--- src/rtl/cpu6502_pkg.sv ---
// Shared types and constants for the 6502 interrupt entry logic.
package cpu6502_pkg;

  typedef enum logic [2:0] {
    ST_IDLE,
    ST_PUSH_PCH,
    ST_PUSH_PCL,
    ST_PUSH_P,
    ST_VEC_LO,
    ST_VEC_HI
  } state_e;

  typedef enum logic [1:0] {
    KIND_RES,
    KIND_NMI,
    KIND_BRK,
    KIND_IRQ
  } kind_e;

  localparam logic [15:0] VEC_NMI = 16'hFFFA;
  localparam logic [15:0] VEC_RES = 16'hFFFC;
  localparam logic [15:0] VEC_IRQ = 16'hFFFE;

  localparam logic [7:0] STACK_PAGE = 8'h01;

  localparam int unsigned FLAG_C = 0;
  localparam int unsigned FLAG_Z = 1;
  localparam int unsigned FLAG_I = 2;
  localparam int unsigned FLAG_D = 3;
  localparam int unsigned FLAG_B = 4;
  localparam int unsigned FLAG_U = 5;
  localparam int unsigned FLAG_V = 6;
  localparam int unsigned FLAG_N = 7;

  localparam logic [7:0] MASK_I = 8'h01 << FLAG_I;
  localparam logic [7:0] MASK_B = 8'h01 << FLAG_B;
  localparam logic [7:0] MASK_U = 8'h01 << FLAG_U;

  // BRK shares the IRQ vector.
  function automatic logic [15:0] vec_base(input kind_e k);
    case (k)
      KIND_NMI: return VEC_NMI;
      KIND_RES: return VEC_RES;
      default:  return VEC_IRQ;
    endcase
  endfunction

endpackage

--- src/rtl/interrupt_sequencer_if.sv ---
// Memory bus owned by the interrupt sequencer while it is busy.
interface interrupt_sequencer_if;
  logic [15:0] addr;
  logic [7:0]  dout;
  logic        we;
  logic [7:0]  din;

  modport master (output addr, output dout, output we, input din);
  modport slave  (input addr, input dout, input we, output din);
endinterface

--- src/rtl/interrupt_sequencer_nmi_edge.sv ---
// Registered falling-edge detector on nmi_n with a sticky pending latch.
module nmi_edge_detect (
  input  logic clk,
  input  logic rst,
  input  logic nmi_n,
  input  logic clr,
  output logic fall_c,
  output logic pend
);

  logic nmi_q, nmi_d;
  logic pend_q, pend_d;

  // A new edge wins over a simultaneous clear so it is never dropped.
  always_comb begin
    nmi_d  = nmi_n;
    fall_c = nmi_q & ~nmi_n;
    pend_d = pend_q;
    if (clr)    pend_d = 1'b0;
    if (fall_c) pend_d = 1'b1;
  end

  always_ff @(posedge clk) begin
    if (rst) begin
      nmi_q  <= 1'b1;
      pend_q <= 1'b0;
    end else begin
      nmi_q  <= nmi_d;
      pend_q <= pend_d;
    end
  end

  assign pend = pend_q;

endmodule

--- src/rtl/interrupt_sequencer.sv ---
// 6502 interrupt/BRK/reset entry: pushes PC and P, sets I, fetches the vector, loads PC.
module interrupt_sequencer
  import cpu6502_pkg::*;
(
  input  logic                   clk,
  input  logic                   rst,
  input  logic                   insn_done,
  input  logic                   brk_req,
  input  logic                   irq_n,
  input  logic                   nmi_n,
  input  logic [7:0]             p_q,
  input  logic [15:0]            pc,
  input  logic [7:0]             sp,
  interrupt_sequencer_if.master  bus,
  output logic                   sp_dec,
  output logic [7:0]             flag_ena,
  output logic [7:0]             flag_d,
  output logic                   pc_load,
  output logic [15:0]            pc_new,
  output logic                   busy
);

  state_e      state_q, state_d;
  kind_e       kind_q, kind_d;
  logic        brk_q, brk_d;
  logic [7:0]  vec_lo_q, vec_lo_d;

  logic        nmi_fall_c;
  logic        nmi_pend;
  logic        nmi_clr_c;
  logic        in_push_c;

  logic [15:0] addr_c;
  logic [7:0]  dout_c;
  logic        we_c;

  assign nmi_clr_c = (state_q == ST_VEC_LO) && (kind_q == KIND_NMI);
  assign in_push_c = (state_q == ST_PUSH_PCH) || (state_q == ST_PUSH_PCL) ||
                     (state_q == ST_PUSH_P);

  nmi_edge_detect u_nmi (
    .clk    (clk),
    .rst    (rst),
    .nmi_n  (nmi_n),
    .clr    (nmi_clr_c),
    .fall_c (nmi_fall_c),
    .pend   (nmi_pend)
  );

  always_comb begin
    state_d  = state_q;
    kind_d   = kind_q;
    brk_d    = brk_q;
    vec_lo_d = vec_lo_q;
    addr_c   = 16'h0000;
    dout_c   = 8'h00;
    we_c     = 1'b0;
    sp_dec   = 1'b0;
    flag_ena = 8'h00;
    flag_d   = 8'h00;
    pc_load  = 1'b0;
    pc_new   = 16'h0000;
    busy     = (state_q != ST_IDLE);

    case (state_q)
      ST_IDLE: begin
        if (insn_done) begin
          if (nmi_pend) begin
            kind_d  = KIND_NMI;
            brk_d   = 1'b0;
            state_d = ST_PUSH_PCH;
          end else if (brk_req) begin
            kind_d  = KIND_BRK;
            brk_d   = 1'b1;
            state_d = ST_PUSH_PCH;
          end else if (!irq_n && !p_q[FLAG_I]) begin
            kind_d  = KIND_IRQ;
            brk_d   = 1'b0;
            state_d = ST_PUSH_PCH;
          end
        end
      end
      ST_PUSH_PCH: begin
        addr_c  = {STACK_PAGE, sp};
        dout_c  = pc[15:8];
        we_c    = 1'b1;
        sp_dec  = 1'b1;
        state_d = ST_PUSH_PCL;
      end
      ST_PUSH_PCL: begin
        addr_c  = {STACK_PAGE, sp};
        dout_c  = pc[7:0];
        we_c    = 1'b1;
        sp_dec  = 1'b1;
        state_d = ST_PUSH_P;
      end
      ST_PUSH_P: begin
        // B comes from the accepted request, so a later NMI hijack keeps it.
        addr_c   = {STACK_PAGE, sp};
        dout_c   = (p_q & ~MASK_B) | MASK_U | (brk_q ? MASK_B : 8'h00);
        we_c     = 1'b1;
        sp_dec   = 1'b1;
        flag_ena = MASK_I;
        flag_d   = MASK_I;
        state_d  = ST_VEC_LO;
      end
      ST_VEC_LO: begin
        addr_c   = vec_base(kind_q);
        vec_lo_d = bus.din;
        if (kind_q == KIND_RES) begin
          flag_ena = MASK_I;
          flag_d   = MASK_I;
        end
        state_d  = ST_VEC_HI;
      end
      ST_VEC_HI: begin
        addr_c  = vec_base(kind_q) + 16'd1;
        pc_new  = {bus.din, vec_lo_q};
        pc_load = 1'b1;
        state_d = ST_IDLE;
      end
      default: state_d = ST_IDLE;
    endcase

    // NMI arriving during the pushes of a BRK/IRQ redirects the vector fetch.
    if (in_push_c && (kind_q == KIND_BRK || kind_q == KIND_IRQ) &&
        (nmi_pend || nmi_fall_c)) begin
      kind_d = KIND_NMI;
    end
  end

  always_ff @(posedge clk) begin
    if (rst) begin
      state_q  <= ST_VEC_LO;
      kind_q   <= KIND_RES;
      brk_q    <= 1'b0;
      vec_lo_q <= 8'h00;
    end else begin
      state_q  <= state_d;
      kind_q   <= kind_d;
      brk_q    <= brk_d;
      vec_lo_q <= vec_lo_d;
    end
  end

  assign bus.addr = addr_c;
  assign bus.dout = dout_c;
  assign bus.we   = we_c;

endmodule

--- src/flat_wrapper.sv ---
// flat-port wrapper written by rule: the top's interface ports become plain ports
module interrupt_sequencer_flat import cpu6502_pkg::*;
  (clk, rst, insn_done, brk_req, irq_n, nmi_n, p_q, pc, sp, sp_dec, flag_ena, flag_d, pc_load, pc_new, busy, bus_addr, bus_dout, bus_we, bus_din);
  interrupt_sequencer_if bus_i ();
  input  logic clk;
  input  logic rst;
  input  logic insn_done;
  input  logic brk_req;
  input  logic irq_n;
  input  logic nmi_n;
  input  logic [7:0] p_q;
  input  logic [15:0] pc;
  input  logic [7:0] sp;
  output logic sp_dec;
  output logic [7:0] flag_ena;
  output logic [7:0] flag_d;
  output logic pc_load;
  output logic [15:0] pc_new;
  output logic busy;
  output wire logic [$bits(bus_i.addr)-1:0] bus_addr;
  output wire logic [$bits(bus_i.dout)-1:0] bus_dout;
  output wire logic [$bits(bus_i.we)-1:0] bus_we;
  input wire logic [$bits(bus_i.din)-1:0] bus_din;
  assign bus_addr = bus_i.addr;
  assign bus_dout = bus_i.dout;
  assign bus_we = bus_i.we;
  assign bus_i.din = bus_din;
  interrupt_sequencer u_core (.clk(clk), .rst(rst), .insn_done(insn_done), .brk_req(brk_req), .irq_n(irq_n), .nmi_n(nmi_n), .p_q(p_q), .pc(pc), .sp(sp), .bus(bus_i), .sp_dec(sp_dec), .flag_ena(flag_ena), .flag_d(flag_d), .pc_load(pc_load), .pc_new(pc_new), .busy(busy));
endmodule
--- config.mk ---
export PLATFORM = sky130hd
export DESIGN_NAME = interrupt_sequencer_flat
export DESIGN_NICKNAME = d
export VERILOG_FILES = /design/src/rtl/cpu6502_pkg.sv /design/src/rtl/interrupt_sequencer_if.sv /design/src/rtl/interrupt_sequencer_nmi_edge.sv /design/src/rtl/interrupt_sequencer.sv /design/src/flat_wrapper.sv
export SDC_FILE = /design/constraint.sdc
export NUM_CORES = 1
export LEC_CHECK = 0
export ABC_AREA = 1
export CAP_MARGIN = 20
export CORE_UTILIZATION = 35
export DETAILED_ROUTE_END_ITERATION = 12
export PLACE_DENSITY = 0.86
export SETUP_SLACK_MARGIN = 0.5
export SLEW_MARGIN = 20
export SYNTH_ARGS = -nofsm -noshare
export SYNTH_HDL_FRONTEND = slang
export SYNTH_HIERARCHICAL = 1
export SYNTH_SLANG_ARGS = --single-unit
--- constraint.sdc ---
create_clock -name clk -period 3.5 [get_ports clk]
set_input_delay 0.7 -clock clk [delete_from_list [all_inputs] [get_ports clk]]
set_output_delay 0.7 -clock clk [all_outputs]
set_load 0.01 [all_outputs]
Word level (Yosys, flattened, before mapping)
Index checks and enable logic that the tools add are counted.

storage, ports and cells
  bits in registers = 16
  input port bits = 46

cells by class
  add/sub/neg operators = 1
  equal/unequal tests = 10
  muxes and demuxes = 26
  bitwise gates (word level) = 3
  reduce and logical (&&, ||, !) cells = 23

operators by type and width
  cell                   number
  $pmux 16 s3            1
  $mux 16                2
  $pmux 8 s3             1
  $add 16x1->16 const B  1
  $pmux 8 s2             1
  $mux 3                 5
  $pmux 3 s5             1
  $mux 1                 10
  $or 8x8->8             1
  $eq 3x2->1 const B     2
  $eq 3x3->1 const B     2
  $mux 2                 3
  $pmux 3 s2             1
  $reduce_and 3->1       2
  $reduce_bool 2->1      3
  $reduce_bool 3->1      2
  $mux 5                 1
  $eq 2x2->1 const B     2
  $logic_and 1x1->1      4
  $logic_or 1x1->1       4
  $ne 4x3->1 const B     1
  $reduce_bool 4->1      1
  $eq 3x1->1 const B     1
  $logic_not 3->1        1
  other kinds (9)        10

Longest topological paths before layout
Gate-level depths: netlist of the first run.

  word-level depth = 8
  depth in mapped cells = 8

Hierarchy
Netlist of the first run, hierarchy kept.

by module, submodules not included
  module               times used  cells an instance  area an instance (µm²)
  interrupt_sequencer  1           185                1216.2
  nmi_edge_detect      1           9                  76.3

Worst setup path before layout of the first run
Ideal clock, no wire load.

  path type = register to output
  start = register u_core.state_q[0]
  end = output flag_ena[2]
  arrival time = 1.323 ns
  slack = 1.477 ns
  cell stages (with the launch flop) = 6
  buffers on the path = 2
  path through = dfxtp_1 buf_6 nor2_2 nand2_2 o31ai_1 buf_4

on the way
  cells in the longest elaborated chain, start to end = 2
  elaborated cells on any way between the ends = 3

ends and longest elaborated chain
  what                                      RTL line                    source
  start, declared                           interrupt_sequencer.sv:23   state_e state_q, state_d;
  start signal, assigned                    interrupt_sequencer.sv:139  state_q <= state_d;
  $eq 3x3->1 or $eq 3x2->1 (tied branches)  n/a
  $pmux 8 s2 *                              n/a
  end, declared                             flat_wrapper.sv:15          output logic [7:0] flag_ena;

Mark *: on every way between the ends. The rest lies on a longest branch, timed or not.

Final worst setup path of the first run
  start = register u_core.state_q[0]
  end = output flag_ena[2]

on the way
  cells in the longest elaborated chain, start to end = 2
  elaborated cells on any way between the ends = 3

ends and longest elaborated chain
  what                                      RTL line                   source
  $eq 3x3->1 or $eq 3x2->1 (tied branches)  interrupt_sequencer.sv:65  case (state_q)
  $pmux 8 s2 *                              interrupt_sequencer.sv:65

Marked as above.

==> reports/metrics.yaml, run 1 <==
worst_setup_path:
  crit_path_max_incr_delay_ns: 0.59
  critical-path-top-delay-family: "buffers and inverters"
  crit_chain: "nor2_4, nand2_2, o31ai_2, clkdlybuf4s50_1"
  required_ns: 2.80
  path_class: "register to primary output"
  cp-start-kind: "register"
  endpoint_kind: "primary output"
  crit_path_max_fanout: 19
  cp_data_arrival_time_ns: 2.15
  cpMaxStageDelayCell: "clkdlybuf4s50_1"
  cp.buffers_inverters: 1
power:
  p_switching_uw: 237
  power_leakage_nw: 0.928
  p_per_area_mw_per_mm2: 330
  comb_power_share: 0.456
  pwr-share-seq: 0.315
  max-vdd-ir-drop_v: 0.000190
  power.share.clock: 0.229
  p_sw_frac: 0.333
  p_int_uw: 476
routing:
  wl_met2_um: 1690
  wl_per_cell_um: 10.7
  top_layer: "met4"
  dr_wl_met3_um: 332
  via_count: 1433
  dr.pass1.iters: 4
  postRouteAntennaNets: 0
  viasPerCell: 4.46
  met1_length_um: 1400
  drc: 0
  routed_wl_um: 3440
  drt-initial-drc-count: 44
global_routing:
  grt_pass1_vias: 1302
  grt_max_degree: 20
  antenna_found_initial: 0
  grt.overflow.total: 0
  gr-usage-all-layers: 0.172
  grt_pass1_wl_um: 5550
synthesis:
  synth.area.top_cells: "dfxtp_1 (25%), buf_4 (13%), nand2_1 (9.9%)"
  async_flop_share: 0
  yosysMostFrequentCell: "nand2_1"
  syn_avg_cell_area_um2: 6.66
  synth_top_cell_area_share: 0.248
  ys_seq_area_frac: 0.248
  synth.distinct_cells: 27
  synth_edf_count: 0
  yosysWarnings: 6
  yosys_most_used_dff: "dfxtp_1"
  yosysTopAreaCell: "dfxtp_1"
  ys_ff_latch: 16
  ys_top_cells_by_count: "nand2_1 (34), inv_1 (29), buf_4 (23), dfxtp_1 (16)"
  synthCells: 194
  synthesis.area_mm2: 0.00129
final_layout:
  fillers: 317
  antenna_cells: 0
  final_area_mm2: 0.00216
  drive_gt1_frac: 0.120
  area_growth_pct: 67.1
  finalNetCount: 322
sta:
  max_freq_mhz: 351
  fin_setup_tns_ns: 0
  fin_skew_ns: 0.00109
  min_period_ns: 2.85
  tightest_slew_ns: 0.674
  max_slew_margin: 0.550
  setup_ws_ns: 0.647
  setup_viol: 0
  period_share: 0.815
  rsz0062_at_grt: "no"
  slew_violations: 0
  hold_viol: 0
cts:
  htree_num_levels: 1
  insertion_delay_ns: 0.25
  clkTransAtPathRegs_ns: 0.06
  cts_made_buffers: 3
  cts-hold-fix-buffers: 0
  cts_tree: "yes"
  clock_path_buffers: 2
  clkSinkCount: 16
  root_buffer: "clkbuf_8"
die:
  die_x_um: 62.8
  fp-row-count: 21
  die_h_um: 62.8
  core_area_mm2: 0.00344
  die_area_mm2: 0.00394
  start_util: 0.375
  ios: 106
place:
  post-place-ws_ns: 0.765
  dp_hpwl_um: 2710
  place_area_mm2: 0.00207
  port_buffers: 89
  gp_congestion: 0.707
min_path:
  hold_class: "register to register"
flow_run:
  drv_cap: 0
run_status:
  status: "finished, final reports clean"
[per-layer routing]
metal	GRT usage	vias up
li1	-	741
met1	0.184	619
met2	0.317	71
met3	0.0493	2
met4	0.0610	0
met5	0	-
[metrics by stage]
stage               hold WS [ns]  cells   util  total power, mW
global route               0.481    321  0.627            0.754
detailed placement         0.449    314  0.601            0.550
global placement           0.439    314  0.601            0.544
CTS                        0.459    318  0.618            0.717
finish                     0.454    321  0.627            0.713
floorplan                  0.430    207      -            0.412
[layout by cell type (no fill, tap or decap)]
cell type,netlist,routed
nor2_4,1,2
clkinvlp_4,0,1
clkdlybuf4s50_1,0,89
inv_2,2,2
a21oi_1,13,13
nor3_1,2,2
nor3_4,1,1
clkbuf_8,0,4
nand2_1,34,34
nor2_8,1,1
inv_4,2,2
nand3_1,14,14
o221ai_2,1,1
o31ai_2,0,1
nand2_2,2,2
conb_1,1,14
nand3_2,1,1
inv_1,29,28
nor2_1,8,8
nand2_4,1,1
buf_4,23,3
a21oi_2,1,1
dfxtp_1,16,16
nand4_1,8,8
o21ai_0,14,14
nor2_2,11,10
or2_1,1,1
o211ai_1,1,1
[timing repair]
| item | CTS | global route |
|---|---|---|
| gates resized for setup | 1 | 2 |
| hold endpoints to repair | 0 | 0 |
| setup buffers | 0 | 3 |
| endpoints found under the setup margin | 2 | 4 |
[state kept, by name (all words and copies together), names as in the netlist]
register / cells
u_core/state_q: 3
u_core/u_nmi/nmi_q: 1
u_core/u_nmi/pend: 1
u_core/kind_q: 2
u_core/vec_lo_q: 8
u_core/brk_q: 1
[worst paths after layout]
check             slack (ns)                            start  cells after the start                              end
setup / recovery        0.65   u_core/state_q[0]$_SDFFE_PP0P_                      4                      flag_ena[2]
hold / removal          0.45  u_core/vec_lo_q[3]$_SDFFE_PP0P_                      2  u_core/vec_lo_q[3]$_SDFFE_PP0P_
setup reg to reg        1.97   u_core/state_q[0]$_SDFFE_PP0P_                      6   u_core/u_nmi/pend$_SDFFE_PP0P_
hold reg to reg         0.45  u_core/vec_lo_q[3]$_SDFFE_PP0P_                      2  u_core/vec_lo_q[3]$_SDFFE_PP0P_
[logic make-up after synthesis]
kind of cell	after synthesis	synth area share
other	1	0.00290
buffers and inverters	61	0.271
flip-flops	16	0.248
AO/OA/AOI/OAI	31	0.135
AND/OR/NAND/NOR	85	0.344
[cell type report]
class / count / area (um^2) / share of cell area
timing repair buffer: 92 / 913 / 0.423
multi-input combinational: 130 / 681 / 0.315
sequential: 16 / 320 / 0.148
inverter: 33 / 133 / 0.0614
tap: 46 / 57.6 / 0.0267
clock buffer: 4 / 55.1 / 0.0255
[power by group through the flow]
| stage | combinational, mW | sequential (mW) | clock, mW |
|---|---|---|---|
| finish | 0.325 | 0.225 | 0.163 |
| global route | 0.354 | 0.228 | 0.173 |
| CTS | 0.325 | 0.224 | 0.168 |
| detailed placement | 0.323 | 0.227 | 0 |
| global placement | 0.318 | 0.226 | 0 |
| floorplan | 0.199 | 0.213 | 0 |
[worst register-to-register path, cell delays in order, from the launching register on]
cell and delay [ns]:
dfxtp_1 0.75, nor2_4 0.09, nand2_2 0.30, nor3_1 0.08, inv_1 0.06, nand2_1 0.06
a21oi_2 0.13
Note: power is estimated with default switching activity, not from simulation.
==> inputs of run 2 (changes only) <==
--- a/config.mk
+++ b/config.mk
@@ -7,9 +7,9 @@
 export LEC_CHECK = 0
 export ABC_AREA = 1
 export CAP_MARGIN = 20
-export CORE_UTILIZATION = 35
+export CORE_UTILIZATION = 30
 export DETAILED_ROUTE_END_ITERATION = 12
-export PLACE_DENSITY = 0.86
+export PLACE_DENSITY = 0.78
 export SETUP_SLACK_MARGIN = 0.5
 export SLEW_MARGIN = 20
 export SYNTH_ARGS = -nofsm -noshare
==> constraint.sdc (replaced) <==
create_clock -name clk -period 2.6 [get_ports clk]
set_input_delay 0.52 -clock clk [delete_from_list [all_inputs] [get_ports clk]]
set_output_delay 0.52 -clock clk [all_outputs]
set_load 0.01 [all_outputs]
==> run 2 against run 1 <==
Net effect:
- routed wire length is 4.6% higher
- clock skew is 0.0029 ns higher
- core utilization is 7.5 points lower
- first-iteration DRC count is 2.3% lower
- final cell count is 3.7% higher
- hold slack worse by 0.0039 ns
- critical endpoint is now pc_new[10]
- highest routed layer unchanged
==> reports/metrics.yaml, run 2 (synthesized netlist as in run 1, its figures left out) <==
sta:
  hold_viol: 0
  rsz0062_at_grt: "yes"
  fin_skew_ns: 0.00398
  period_share: 0.850
  slew_violations: 0
  fin_setup_tns_ns: 0
  max_freq_mhz: 452
  setup_viol: 0
  min_period_ns: 2.21
global_routing:
  grt_pass1_vias: 1231
  grt_pass1_wl_um: 5350
  grt_max_degree: 19
  antenna_found_initial: 0
  grt.overflow.total: 0
  gr-usage-all-layers: 0.154
routing:
  routed_wl_um: 3600
  wl_per_cell_um: 10.8
  viasPerCell: 4.48
  drc: 0
  dr.pass1.iters: 4
  postRouteAntennaNets: 0
  via_count: 1491
  drt-initial-drc-count: 43
cts:
  clock_path_buffers: 2
  cts_tree: "yes"
  cts-hold-fix-buffers: 0
  clkTransAtPathRegs_ns: 0.06
  cts_made_buffers: 3
  htree_num_levels: 1
  insertion_delay_ns: 0.24
  root_buffer: "clkbuf_8"
  clkSinkCount: 16
run_status:
  status: "finished, final reports clean"
final_layout:
  largestRegisters: "u_core/vec_lo_q: 8 flops, u_core/state_q: 3 flops, u_core/kind_q: 2 flops"
  largest_reg_flops: 8
  fin_cells: 333
  multi_input_area_um2: 689
  area_growth_pct: 73.6
  top_register: "u_core/vec_lo_q"
  drive_gt1_frac: 0.166
  final_cell_mix: "clkdlybuf4s50_1 (61), nand2_1 (33), inv_1 (28)"
  finalNetCount: 330
  final_common_cell: "clkdlybuf4s50_1"
  seq_area_um2: 329
  fillers: 410
  antenna_cells: 0
worst_setup_path:
  timing.rr.end: "u_core/u_nmi/pend$_SDFFE_PP0P_"
  crit_start: "u_core/state_q[2]$_SDFFE_PP1P_"
  path_class: "register to primary output"
  r2r_slack_ns: 1.20
  crit_path_max_incr_delay_ns: 0.53
  cp_data_arrival_time_ns: 1.69
  crit_path_max_fanout: 17
  cpMaxStageDelayCell: "clkdlybuf4s50_1"
  crit_chain: "inv_4, nor3_4, inv_6, nor2_2, clkdlybuf4s50_1"
  endpoint_kind: "primary output"
  reg2reg_depth: 7
  cp-start-kind: "register"
  endpoint: "pc_new[10]"
  r2r_start: "u_core/state_q[1]$_SDFFE_PP0P_"
  required_ns: 2.08
place:
  dpl.cell_count: 322
  port_buffers: 89
  gp_congestion: 0.780
  dp_hpwl_um: 2710
min_path:
  hold_class: "register to register"
  holdPathStages: 2
die:
  core_area_mm2: 0.00406
  die_area_mm2: 0.00457
  ios: 106
  die_x_um: 67.6
  die_h_um: 67.6
  start_util: 0.319
  fp-row-count: 23
power:
  p_sw_frac: 0.336
  p_per_area_mw_per_mm2: 426
  p_int_uw: 635
  pwr-share-seq: 0.305
  p_switching_uw: 322
  max-vdd-ir-drop_v: 0.000231
  power_leakage_nw: 1.19
  power.share.clock: 0.223
  comb_power_share: 0.472
flow_run:
  drv_cap: 0
run 2: cell count changes in the layout (fill, tap and decap cells not counted), moves of 3 or more:
cell,delta
buf_4,+7
clkbuf_2,+3
clkdlybuf4s50_1,-28
dfxtp_1,-3
dlygate4sd2_1,+11
dlymetal6s2s_1,+12
run 2: worst min-delay path by stage:
stage | startpoint | to
after floorplan | u_core/vec_lo_q[0]$_SDFFE_PP0P_ | u_core/vec_lo_q[0]$_SDFFE_PP0P_
after global placement | u_core/vec_lo_q[3]$_SDFFE_PP0P_ | u_core/vec_lo_q[3]$_SDFFE_PP0P_
after detailed placement | u_core/vec_lo_q[3]$_SDFFE_PP0P_ | u_core/vec_lo_q[3]$_SDFFE_PP0P_
after CTS | u_core/vec_lo_q[4]$_SDFFE_PP0P_ | u_core/vec_lo_q[4]$_SDFFE_PP0P_
after global routing | u_core/vec_lo_q[3]$_SDFFE_PP0P_ | u_core/vec_lo_q[3]$_SDFFE_PP0P_
final | u_core/vec_lo_q[4]$_SDFFE_PP0P_ | u_core/vec_lo_q[4]$_SDFFE_PP0P_
run 2: layer usage:
layer / wire [um] / global-route usage / vias up
met5: 0 / 0 / -
met4: 65 / 0.0638 / 0
met3: 411 / 0.0490 / 6
met2: 1760 / 0.270 / 74
met1: 1370 / 0.168 / 646
li1: - / - / 765
run 2: area by class of cell:
cell class | instances | area share
Timing Repair Buffer | 99 | 0.431
Multi-Input combinational cell | 131 | 0.307
Sequential cell | 16 | 0.147
Inverter | 33 | 0.0625
Tap cell | 50 | 0.0279
Clock buffer | 4 | 0.0245
run 2: worst max-delay path: cells and delay by family (launching register included):
| kind | cells | cell delay, ns |
|---|---|---|
| flops | 1 | 0.41 |
| simple gates | 2 | 0.30 |
| buf+inv | 3 | 0.73 |
run 2: stage by stage:
stage / util / hold slack (ns) / worst slack (ns) / total power [mW] / cell area [um^2]
finish: 0.553 / 0.450 / 0.390 / 0.956 / 2240
global route: 0.553 / 0.474 / 0.302 / 1.03 / 2240
CTS: 0.543 / 0.455 / 0.303 / 0.967 / 2200
detailed placement: 0.518 / 0.446 / 0.295 / 0.756 / 2100
global placement: 0.518 / 0.441 / 0.314 / 0.749 / 2100
floorplan: - / 0.430 / 0.757 / 0.555 / 1340
run 2: repair_timing:
action                     in CTS  in global routing
setup buffers                   5                  1
gates resized for setup        25                 23
setup endpoints to repair      46                 41
gates cloned                    1                  0
pin swaps                       2                  1
run 2: power by group through the flow:
| stage | clock network (mW) | logic [mW] | registers, mW |
|---|---|---|---|
| floorplan | 0 | 0.268 | 0.287 |
| global placement | 0 | 0.454 | 0.295 |
| detailed placement | 0 | 0.460 | 0.296 |
| CTS | 0.222 | 0.454 | 0.291 |
| global route | 0.237 | 0.495 | 0.295 |
| finish | 0.213 | 0.451 | 0.292 |
==> inputs of run 3 (changes only) <==
--- a/config.mk
+++ b/config.mk
@@ -9,6 +9,7 @@
 export CAP_MARGIN = 20
 export CORE_UTILIZATION = 30
 export DETAILED_ROUTE_END_ITERATION = 12
+export GPL_ROUTABILITY_DRIVEN = 0
 export PLACE_DENSITY = 0.78
 export SETUP_SLACK_MARGIN = 0.5
 export SLEW_MARGIN = 20
==> results of run 3 <==
The final DEF is identical to that of run 2; final timing and power are the same.
==> RTL edit, RTL diff (settings of run 1) <==
The 4 values of `kind_e` get a Gray code encoding in 2 bits.
--- a/src/rtl/cpu6502_pkg.sv
+++ b/src/rtl/cpu6502_pkg.sv
@@ -13,6 +13,6 @@
   typedef enum logic [1:0] {
-    KIND_RES,
-    KIND_NMI,
-    KIND_BRK,
-    KIND_IRQ
+    KIND_RES = 2'b00,
+    KIND_NMI = 2'b01,
+    KIND_BRK = 2'b11,
+    KIND_IRQ = 2'b10
   } kind_e;
Behaviour: same outputs for any inputs over 10 cycles, from zero or initial values and one cycle with rst high; not proved beyond that.
==> RTL edit against run 1 <==
- utilization down 0.80 points
- fmax grew 5.7%
- largest cell class unchanged
- non-clock buffer count decreased by 2
- synthesized area rose by 0.39%
- setup slack improved by 0.15 ns
- routed wire length down 0.15%
- power about the same
- sequential cell count unchanged
- cell area is 1.3% lower
==> RTL edit: results (changes against run 1) <==
power:
  p_leak_nw: 0.914  # -1.5%
  p_sw_mw: 0.235  # -0.89%
  p_seq_mw: 0.216  # -4%
  p_clk_share_pct: 22.6  # -0.3 points
  vdd_drop_max_mv: 0.247  # +30%
  internal_power_mw: 0.478  # +0.49%
routing:
  dr_total_vias: 1475  # +2.9%
  routed_wl_mm: 3.44  # -0.15%
  dr.pass1.iters: 4  # unchanged
  first_iter_violations: 38  # -14%
setup_path:
  path_delay_family: "buffers and inverters"
  cpMaxStageDelayCell: "clkdlybuf4s50_1"
  cp.arrival_ns: 2.00  # -0.15 ns
  worst-r2r-cell-count: 7  # +1
  rrSetupSlack_ns: 2.07  # +0.10 ns
  cpPeakStageDelay_ns: 0.56  # -0.03 ns
  cp_max_fo: 17  # -2
yosys:
  synth.top_cells.by_count: "nand2_1 (33), inv_1 (30), buf_4 (23)"
  yosys-top-cells-area: "dfxtp_1 (25%), buf_4 (13%), nand2_1 (9.5%), inv_1 (8.7%), nor2_1 (6.4%)"
  synthAdderAreaFrac_pct: 0  # unchanged
  ys_warn_count: 6  # unchanged
  synthArstFlopShare_pct: 0  # unchanged
  synthXorXnorAreaFrac_pct: 0  # unchanged
  synth_cell_types: 26  # -3.7%
  synthMuxAreaShare_pct: 0  # unchanged
  synth_compound_area_share_pct: 12.3  # -1.1 points
  synth_seq_area_share_pct: 24.7  # -0.096 points
global_routing:
  track_usage_pct: 18.3  # +1.1 points
  grt_pass1_wl_mm: 5.80  # +4.6%
  grt_pass1_vias: 1291  # -0.84%
  grt_max_degree: 19  # -5.0%
  grt_antenna_before_repair: 0  # unchanged
clocking:
  insertion_delay_ns: 0.25  # about the same
  h-tree-depth: 1  # unchanged
  root_buffer: "clkbuf_8"
  cts_resized: 0  # -1
  path_clk_slew_ns: 0.06  # about the same
  numCtsBuffers: 3  # unchanged
  postCtsSetupBuffers: 0  # unchanged
  cts_buffer_depth: 2  # unchanged
timing:
  fin_skew_ns: 0.00140  # +0.000311 ns
layout:
  layout-drive-gt1-share_pct: 8.21  # -3.8 points
  final_nets: 327  # +1.6%
  largest_register_ff_count: 8  # unchanged
  top_regs: "u_core/vec_lo_q (8), u_core/state_q (3), u_core/kind_q (2)"
  diodes: 0  # unchanged
placed_design:
  routabilityCongestion: 0.772  # +9.1%
  hpwlAfterDp_mm: 2.78  # +2.5%
  portBuffers: 89  # unchanged
min_path:
  hold_path_depth: 2  # unchanged
  hold_class: "flop to flop"
run_status:
  status: "finished clean"
-- RTL edit: final cells by class --
class / instances / area (µm²)
Fill cell: 335 / 1310
Inverter: 36 / 138
Sequential cell: 16 / 320
Clock buffer: 4 / 55.1
Tap cell: 46 / 57.6
Multi-Input combinational cell: 134 / 663
Timing Repair Buffer: 90 / 898
-- RTL edit: stage by stage --
stage | cells | setup WS, ns | cell area (µm²) | hold WS (ns) | util (%)
floorplan | 214 | 1.57 | 1350 | 0.435 | -
global placement | 322 | 0.863 | 2080 | 0.454 | 60.3
detailed placement | 322 | 0.860 | 2080 | 0.461 | 60.3
CTS | 326 | 0.778 | 2130 | 0.472 | 61.9
global route | 326 | 0.643 | 2130 | 0.493 | 61.9
finish | 326 | 0.802 | 2130 | 0.471 | 61.9
-- RTL edit: path summary, 6_finish.rpt --
path                                                       end                      startpoint
worst max-delay path                                 pc_new[5]  u_core/state_q[2]$_SDFFE_PP1P_
worst min-delay path            u_core/u_nmi/pend$_SDFFE_PP0P_   u_core/u_nmi/nmi_q$_SDFF_PP1_
worst max register to register   u_core/kind_q[0]$_SDFFE_PP0P_  u_core/state_q[0]$_SDFFE_PP0P_
worst min register to register  u_core/u_nmi/pend$_SDFFE_PP0P_   u_core/u_nmi/nmi_q$_SDFF_PP1_
-- RTL edit: layer usage --
metal	wire [µm]	share of wire, %	global-route usage [%]	vias up
met4	17	0.49	3.49	0
met5	0	0	0	-
li1	-	-	-	753
met3	163	4.7	4.74	2
met2	1740	51	31.6	47
met1	1520	44	22.6	673
-- RTL edit: kinds of logic after synthesis --
family,after synthesis
buffers and inverters,64
and+or+nand+nor,91
DFF,16
other,1
AOI/OAI and AO/OA,29
-- RTL edit: tightest hold or removal path, stage by stage, from the launching register on --
cell and delay (ns):
dfxtp_1 0.31, nand2_2 0.08, a21oi_2 0.04
